File: config.mk
export PLATFORM = sky130hd
export DESIGN_NAME = if_prefetch_stage
export DESIGN_NICKNAME = d
export VERILOG_FILES = /design/src/rtl/if_prefetch_stage.sv
export SDC_FILE = /design/constraint.sdc
export NUM_CORES = 1
export LEC_CHECK = 0
export CAP_MARGIN = 25
export CORE_MARGIN = 2
export CORE_UTILIZATION = 47
export DETAILED_ROUTE_END_ITERATION = 10
export PLACE_DENSITY = 0.73
export SLEW_MARGIN = 20
export SYNTH_ARGS = -nofsm -noshare
export SYNTH_HDL_FRONTEND = slang
export SYNTH_SLANG_ARGS = --single-unit
File: constraint.sdc
create_clock -name clk -period 7.67 [get_ports clk]
set_clock_uncertainty 0.05 [all_clocks]
set_input_delay 1.1505 -clock clk [delete_from_list [all_inputs] [get_ports clk]]
set_output_delay 1.1505 -clock clk [all_outputs]
set_load 0.03 [all_outputs]
File: src/rtl/if_prefetch_stage.sv
// Instruction-fetch stage with a prefetch queue.
// Issues sequential fetch addresses to a synchronous-read instruction memory.
// Returned words are buffered with their PC in a DEPTH-entry FIFO feeding ID.
// A taken branch redirects the fetch PC and discards queued and in-flight words.
//
// Ports:
//   clk, rst (sync, active-low)      clock and reset
//   freeze                           ID stall; head is not consumed while high
//   Branch_Taken, Branch_Address     redirect/flush request and target
//   imem_req, imem_addr              memory read request and address (fetch PC)
//   imem_rdata                       read data, valid the cycle after a request
//   if_valid, pc, instruction        FIFO head presented to ID
//   fifo_count                       current FIFO occupancy
module if_prefetch_stage #(
    parameter int unsigned            ADDR_WIDTH  = 32,
    parameter int unsigned            INSTR_WIDTH = 32,
    parameter int unsigned            DEPTH       = 4,
    parameter int unsigned            PC_STEP     = 4,
    parameter logic [ADDR_WIDTH-1:0]  RESET_PC    = '0
) (
    input  logic                      clk,
    input  logic                      rst,
    input  logic                      freeze,
    input  logic                      Branch_Taken,
    input  logic [ADDR_WIDTH-1:0]     Branch_Address,
    output logic                      imem_req,
    output logic [ADDR_WIDTH-1:0]     imem_addr,
    input  logic [INSTR_WIDTH-1:0]    imem_rdata,
    output logic                      if_valid,
    output logic [ADDR_WIDTH-1:0]     pc,
    output logic [INSTR_WIDTH-1:0]    instruction,
    output logic [$clog2(DEPTH):0]    fifo_count
);

    localparam int unsigned PW = $clog2(DEPTH);
    localparam int unsigned CW = PW + 1;
    // One extra bit so count + inflight never wraps in the credit sum.
    localparam int unsigned UW = CW + 1;

    logic [ADDR_WIDTH-1:0]  r_fpc;
    logic [ADDR_WIDTH-1:0]  r_ipc;
    logic                   r_inflight;
    logic [ADDR_WIDTH-1:0]  r_pc_mem  [DEPTH];
    logic [INSTR_WIDTH-1:0] r_ins_mem [DEPTH];
    logic [PW-1:0]          r_wptr;
    logic [PW-1:0]          r_rptr;
    logic [CW-1:0]          r_count;

    logic                   w_pop;
    logic                   w_push;
    logic [UW-1:0]          w_used;

    // Head is consumed whenever it is valid and ID is not stalled.
    assign w_pop  = if_valid & ~freeze;
    // A returning word is kept only when no flush or reset lands on it.
    assign w_push = rst & ~Branch_Taken & r_inflight;

    // Credit check: slots already owed (queued + in flight) less the slot
    // freed by this cycle's pop must leave room for one more response.
    assign w_used   = UW'(r_count) + UW'(r_inflight) - UW'(w_pop);
    assign imem_req = rst & ~Branch_Taken & (w_used < UW'(DEPTH));

    assign imem_addr   = r_fpc;
    assign if_valid    = (r_count != '0);
    assign pc          = r_pc_mem[r_rptr];
    assign instruction = r_ins_mem[r_rptr];
    assign fifo_count  = r_count;

    // Fetch PC, in-flight tracking, pointers and occupancy.
    always_ff @(posedge clk) begin
        if (!rst) begin
            r_fpc      <= RESET_PC;
            r_ipc      <= RESET_PC;
            r_inflight <= 1'b0;
            r_wptr     <= '0;
            r_rptr     <= '0;
            r_count    <= '0;
        end else if (Branch_Taken) begin
            // Branch wins over any pop, freeze or arriving response.
            r_fpc      <= Branch_Address;
            r_inflight <= 1'b0;
            r_wptr     <= '0;
            r_rptr     <= '0;
            r_count    <= '0;
        end else begin
            r_inflight <= imem_req;
            if (imem_req) begin
                r_fpc <= r_fpc + ADDR_WIDTH'(PC_STEP);
                r_ipc <= r_fpc;
            end
            if (w_push) begin
                r_wptr <= r_wptr + PW'(1);
            end
            if (w_pop) begin
                r_rptr <= r_rptr + PW'(1);
            end
            r_count <= r_count + CW'(w_push) - CW'(w_pop);
        end
    end

    // FIFO storage; contents are meaningless while the slot is not counted.
    always_ff @(posedge clk) begin
        if (w_push) begin
            r_pc_mem[r_wptr]  <= r_ipc;
            r_ins_mem[r_wptr] <= imem_rdata;
        end
    end

endmodule

==> impl_results.md, run 1 <==
* Net Sw Power at 802 µW
* Gr ovfl total at 0
* Fin nets at 991
* I/O pin count at 169
* Setup Viol. Count Final at 0
* Clk buf depth at 3
* Switching fraction of total power at 20.5%
* Normalized max-slew margin at 31.3%
* Drt pass-1 iters at 4
* Critical path type: in -> out
* Tmin final at 5340 ps
* Worst-margin pin slew at 1030 ps
* Initial antenna violation count at 0
* Largest net degree at the start of global routing at 67
* Status: complete, no violations
* CTS Hold Bufs at 0
* Hpwl dp at 15100 µm
* Critical path arrival at 4140 ps
* FF+latch count, synth at 330
* Fillers at 2004
* Routed wire length at 26100 µm
* Synthesized instance count at 737
* Max-cap viol count at 0
* RD Place Congestion at 0.786
* Clk slew on worst S/H paths at 60 ps
* Post-synth top cells: edfxtp_1 (256), nand2_1 (75), dfxtp_1 (74)
* Final Cycle Share at 69.7%
* Ys Warns at 0
* CP Capture Type: output port
* Syn-to-layout area delta at 25.6%
* Pint at 3.11 mW
* Row count at 60
* Starting Density at 47.4%
* Core Area at 26700 µm²
* H-tree level count at 2
* Routed vias at 6969
* 1st-iter DRT viols at 551
* Total GRT Usage at 18.5%
* Syn Area/Cell at 17.2 µm²
* Hold Path Class: reg -> reg
* Die Wd at 168 µm
* Post-synth EDFFs at 256
* # DRC at 0
* First-pass GRT wire length at 40300 µm
* RSZ-0062 raised after global routing: no
* Maximum VDD drop at 0.000154 V
* Lkg Pwr at 5.04 nW
* Synth top area share at 60.6%
* Sequential fraction of the synthesis area at 72.3%
* PD cells at 246 nW/µm²
* Pre-CTS setup slack at 2320 ps
* CTS sink count at 330
* Area leader, netlist: edfxtp_1
* Detail Route Antenna Nets at 0
* Later-pin clock latency in the skew report at 500 ps
* Netlist Area Pre-Place at 12700 µm²
* Synth top area cells: edfxtp_1 (61%), dfxtp_1 (12%), mux4_2 (11%)
* # port buffers at 168
* Top-count cell post-synth: edfxtp_1
* N_diodes at 0
* Critical Path Start Type: input port
* CTS resizes at 0
* Async set or reset register ratio after synthesis at 0%
* Fmax at 0.187 GHz
* Share of layout cells above drive strength 1 at 14.5%
* Vias per cell at 5.45
* TritonCTS clock tree: yes
* Cts bufs inserted at 35
* CTS root buf: clkbuf_16
* Sequential power share at 50.6%
* Total negative setup slack at 0 ps
* Vias in the first global route at 6985
* Die H at 168 µm
* Final Max Tran Viols at 0
* Most used DFF post-synth: edfxtp_1
* Avg WL per Cell at 20.4 µm
* Yosys cell types at 43
* Die area at 28300 µm²
* Post-CTS Setup Bufs at 0
* Net count after synthesis at 816
* Final Hold Fails at 0
* Final WS setup at 2330 ps
* CP Data Required Time at 6470 ps
* Clk network pwr share at 43.7%
* Crit Path Max Fanout at 23
* Comb pwr share at 5.6%
## logic make-up after synthesis
logic type               after synthesis  share of synthesized area [%]
multiplexers                          68                           11.7
XOR/XNOR                              26                           1.80
AO/OA/AOI/OAI                        119                           6.17
buffers and inverters                 52                           1.72
AND/OR/NAND/NOR                      131                           5.17
adder cells (fa/ha/maj)               11                           1.14
flip-flops                           330                           72.3
## area by class of cell
type	instances	area, µm²	area share, %
sequential	330	9180	57.6
multi-input combinational	355	3310	20.8
timing repair buffer	177	1780	11.2
clock buffer	49	991	6.22
tap	341	427	2.68
clock inverter	14	186	1.17
inverter	13	48.8	0.306
## flip-flops by register name (all words and copies together) (netlist names), named ones only
signal / flops
r_pc_mem: 128
r_rptr: 2
r_ins_mem: 128
r_ipc: 32
r_inflight: 1
imem_addr: 32
r_wptr: 2
fifo_count: 3
## routing by layer
| metal | vias up | track usage, % | share of wire [%] | wire (µm) |
|---|---|---|---|---|
| li1 | 3240 | - | - | - |
| met1 | 3470 | 25.6 | 44 | 11500 |
| met2 | 221 | 30.2 | 48 | 12400 |
| met3 | 38 | 4.00 | 6.3 | 1640 |
| met4 | 0 | 4.57 | 1.8 | 464 |
| met5 | - | 0 | 0 | 0 |
## worst max-delay path: stages
cell,delay (ps)
clkdlybuf4s50_1,400
nor2b_1,290
ha_1,210
inv_1,40
ha_1,260
and3b_4,210
o211a_1,640
o21ai_2,100
inv_1,140
clkdlybuf4s50_1,690
## power by group through the flow
| stage | Sequential [mW] | Clock, mW | Combinational, mW |
|---|---|---|---|
| floorplan | 2.03 | 0 | 0.0912 |
| global placement | 2.02 | 0 | 0.218 |
| detailed placement | 2.02 | 0 | 0.220 |
| CTS | 1.98 | 1.74 | 0.221 |
| global route | 1.99 | 1.81 | 0.236 |
| finish | 1.98 | 1.71 | 0.220 |
## through the flow
step	hold slack (ps)	cells	area [µm²]	util [%]	power (mW)
final	445	1279	15900	59.6	3.92
after global routing	473	1279	15900	59.6	4.03
after CTS	449	1278	15900	59.5	3.94
after detailed placement	441	1215	14700	55.1	2.24
after global placement	427	1213	14700	54.9	2.24
after floorplan	410	737	12700	-	2.13
## path summary, 6_finish.rpt
path	slack (ps)	end	from	depth (start not counted)
setup reg to reg	4340	r_ipc[20]	fifo_count[1]	12
hold reg to reg	450	r_pc_mem[1][7]	r_ipc[7]	0
setup / recovery	2330	imem_req	freeze	10
hold / removal	450	r_pc_mem[1][7]	r_ipc[7]	0
## cell usage in the layout (no fill, tap or decap), types with 4 or more instances in the layout
cell,instances
a21oi_1,21
mux2i_1,4
and3_1,6
nor2b_1,4
o21ai_0,35
buf_4,6
bufinv_16,5
o2111ai_1,12
xor2_1,23
dfxtp_1,72
edfxtp_1,256
clkbuf_1,10
a31oi_1,7
clkinv_1,7
and3_4,4
inv_1,12
ha_1,10
nand3_1,7
clkdlybuf4s50_1,167
or3_1,6
nand2_1,75
clkbuf_16,37
nor2_1,11
mux4_2,64
o211ai_1,5
a21boi_0,32
Note: power is estimated with default switching activity, not from simulation.
==> inputs of run 2 (changes only) <==
PLACE_DENSITY = 0.76   (was 0.73)
clock period = 4.55 ns   (was 7.67 ns; I/O delays follow)
==> impl_results.md, run 2 (same netlist as run 1, synthesis figures left out) <==
* Fillers at 2017 (+0.65%)
* Commonest non-fill, non-tap cell in the layout: edfxtp_1
* Clk network pwr share at 42.0% (-1.7 points)
* Die area at 28300 µm² (unchanged)
* RSZ-0062 raised after global routing: no
* Crit Path Max Fanout at 5 (-78%)
* Starting Density at 47.4% (unchanged)
* CTS resizes at 0 (unchanged)
* Hold Path Class: reg -> reg
* Final Max Tran Viols at 0 (unchanged)
* Clk buf depth at 3 (unchanged)
* Pre-CTS setup slack at 842 ps (-1480 ps)
* # DRC at 0 (unchanged)
* CP Data Required Time at 3820 ps (-2650 ps)
* Avg WL per Cell at 20.4 µm (about the same)
* Final WS setup at 846 ps (-1480 ps)
* Final design utilization at 59.6% (about the same)
* Critical path arrival at 2970 ps (-1170 ps)
* Final Cycle Share at 81.4%
* First-pass GRT wire length at 41300 µm (+2.7%)
* Vias in the first global route at 7329 (+4.9%)
* Biggest regs: r_ins_mem x128, r_pc_mem x128
* Setup Viol. Count Final at 0 (unchanged)
* Drt pass-1 iters at 5 (+1)
* Routed wire length at 26200 µm (+0.44%)
* Vias per cell at 5.53 (+1.5%)
* Most frequent cells in the layout: edfxtp_1 (256), clkdlybuf4s50_1 (166), nand2_1 (75)
* Post-CTS Setup Bufs at 0 (unchanged)
* FF-to-FF Start: fifo_count[1]
* Hpwl dp at 16100 µm (+6.5%)
* Placed cell area at 14800 µm² (+0.59%)
* Hold_sp: r_ipc[25]
* I/O pin count at 169 (unchanged)
* Fmax at 0.270 GHz
* Clk slew on worst S/H paths at 60 ps (about the same)
* H-tree level count at 2 (unchanged)
* CTS sink count at 330 (unchanged)
* # port buffers at 168 (unchanged)
* CTS root buf: clkbuf_16
* Total negative setup slack at 0 ps (unchanged)
* Crit path from: fifo_count[1]
* Design area at 15900 µm² (about the same)
* Switching fraction of total power at 21.3% (+0.79 points)
* Later-pin clock latency in the skew report at 510 ps (about the same)
* Lkg Pwr at 5.05 nW (+0.15%)
* Pint at 5.05 mW (+62%)
* Final non-filler cell total at 1285 (+0.47%)
* Core Area at 26700 µm² (unchanged)
* Area of the multi-input gates at 3320 µm² (+0.23%)
* Worst-margin pin slew at 1000 ps (-26.7 ps)
* Critical path type: reg -> out
* Net Sw Power at 1.37 mW (+70%)
* TritonCTS clock tree: yes
* Row count at 60 (unchanged)
* Die Wd at 168 µm (unchanged)
* 1st-iter DRT viols at 555 (+0.73%)
* Status: complete, no violations
* Fin nets at 997 (+0.61%)
* PD cells at 403 nW/µm² (+64%)
* Gr ovfl total at 0 (unchanged)
* Critical Path Start Type: register
* Tmin final at 3700 ps
* Total GRT Usage at 18.8% (+0.30 points)
* N_diodes at 0 (unchanged)
* Maximum VDD drop at 0.000226 V (+46%)
* Max-cap viol count at 0 (unchanged)
* Normalized max-slew margin at 33.1% (+1.8 points)
* Sequential power share at 52.2% (+1.6 points)
* Die H at 168 µm (unchanged)
* CP Capture Type: output port
* Initial antenna violation count at 0 (unchanged)
* Cts bufs inserted at 36 (+2.9%)
* Syn-to-layout area delta at 25.6% (about the same)
* Largest net degree at the start of global routing at 66 (-1.5%)
* Total Power at 6.42 mW (+64%)
* Final Hold Fails at 0 (unchanged)
* Comb pwr share at 5.8% (+0.2 points)
* Detail Route Antenna Nets at 0 (unchanged)
* CTS Hold Bufs at 0 (unchanged)
* Reg area at 9180 µm² (unchanged)
* Share of layout cells above drive strength 1 at 15.4% (+0.86 points)
* Placed insts at 1221 (+0.49%)
* Routed vias at 7107 (+2.0%)
* RD Place Congestion at 0.818 (+4.2%)
* Worst Hold Slack at 448 ps (+2.39 ps)
==> run 2: changes by cell type in the layout (fill, tap and decap cells not counted) <==
cell	before	now
buf_12	3	5
buf_4	6	10
bufinv_16	5	1
clkbuf_1	10	8
clkbuf_16	37	38
clkbuf_8	2	1
clkdlybuf4s50_1	167	166
clkinv_2	2	6
clkinv_4	0	1
inv_6	0	2
o21ai_2	1	0
o21ai_4	0	1
==> run 2: worst paths after layout <==
path                                         to  slack, ps  cells past startpoint
worst min register to register  r_pc_mem[1][25]        450                      0
worst max-delay path                   imem_req        850                     10
worst min-delay path            r_pc_mem[1][25]        450                      0
worst max register to register    imem_addr[26]       1220                     11
==> run 2: power by group through the flow <==
stage / clock [mW] / combinational (mW) / sequential [mW]
floorplan: 0 / 0.154 / 3.43
global placement: 0 / 0.370 / 3.41
detailed placement: 0 / 0.374 / 3.41
CTS: 2.76 / 0.377 / 3.35
global route: 2.88 / 0.400 / 3.35
finish: 2.70 / 0.373 / 3.35
==> run 2: critical path, stage by stage (launching register included) <==
cell     delay [ps]
dfxtp_1         450
or3_1           160
nor2b_1         360
ha_1            240
inv_1            40
ha_1            270
and3b_4         190
nor4_4          280
o21ai_4         100
inv_1           160
buf_4           180
==> run 2: per-layer routing <==
metal	part of all wire (%)	vias up	GRT usage (%)
met5	0	-	0
met4	1.5	0	4.20
met3	6.9	36	4.25
met2	48	253	30.6
met1	43	3560	26.2
li1	-	3258	-
==> run 2: final cells by class <==
| class | instances | share of cell area, % |
|---|---|---|
| Multi-Input combinational cell | 355 | 20.9 |
| Timing Repair Buffer | 182 | 11.6 |
| Clock buffer | 47 | 6.25 |
| Sequential cell | 330 | 57.6 |
| Inverter | 13 | 0.307 |
| Tap cell | 341 | 2.68 |
| Clock inverter | 17 | 0.707 |
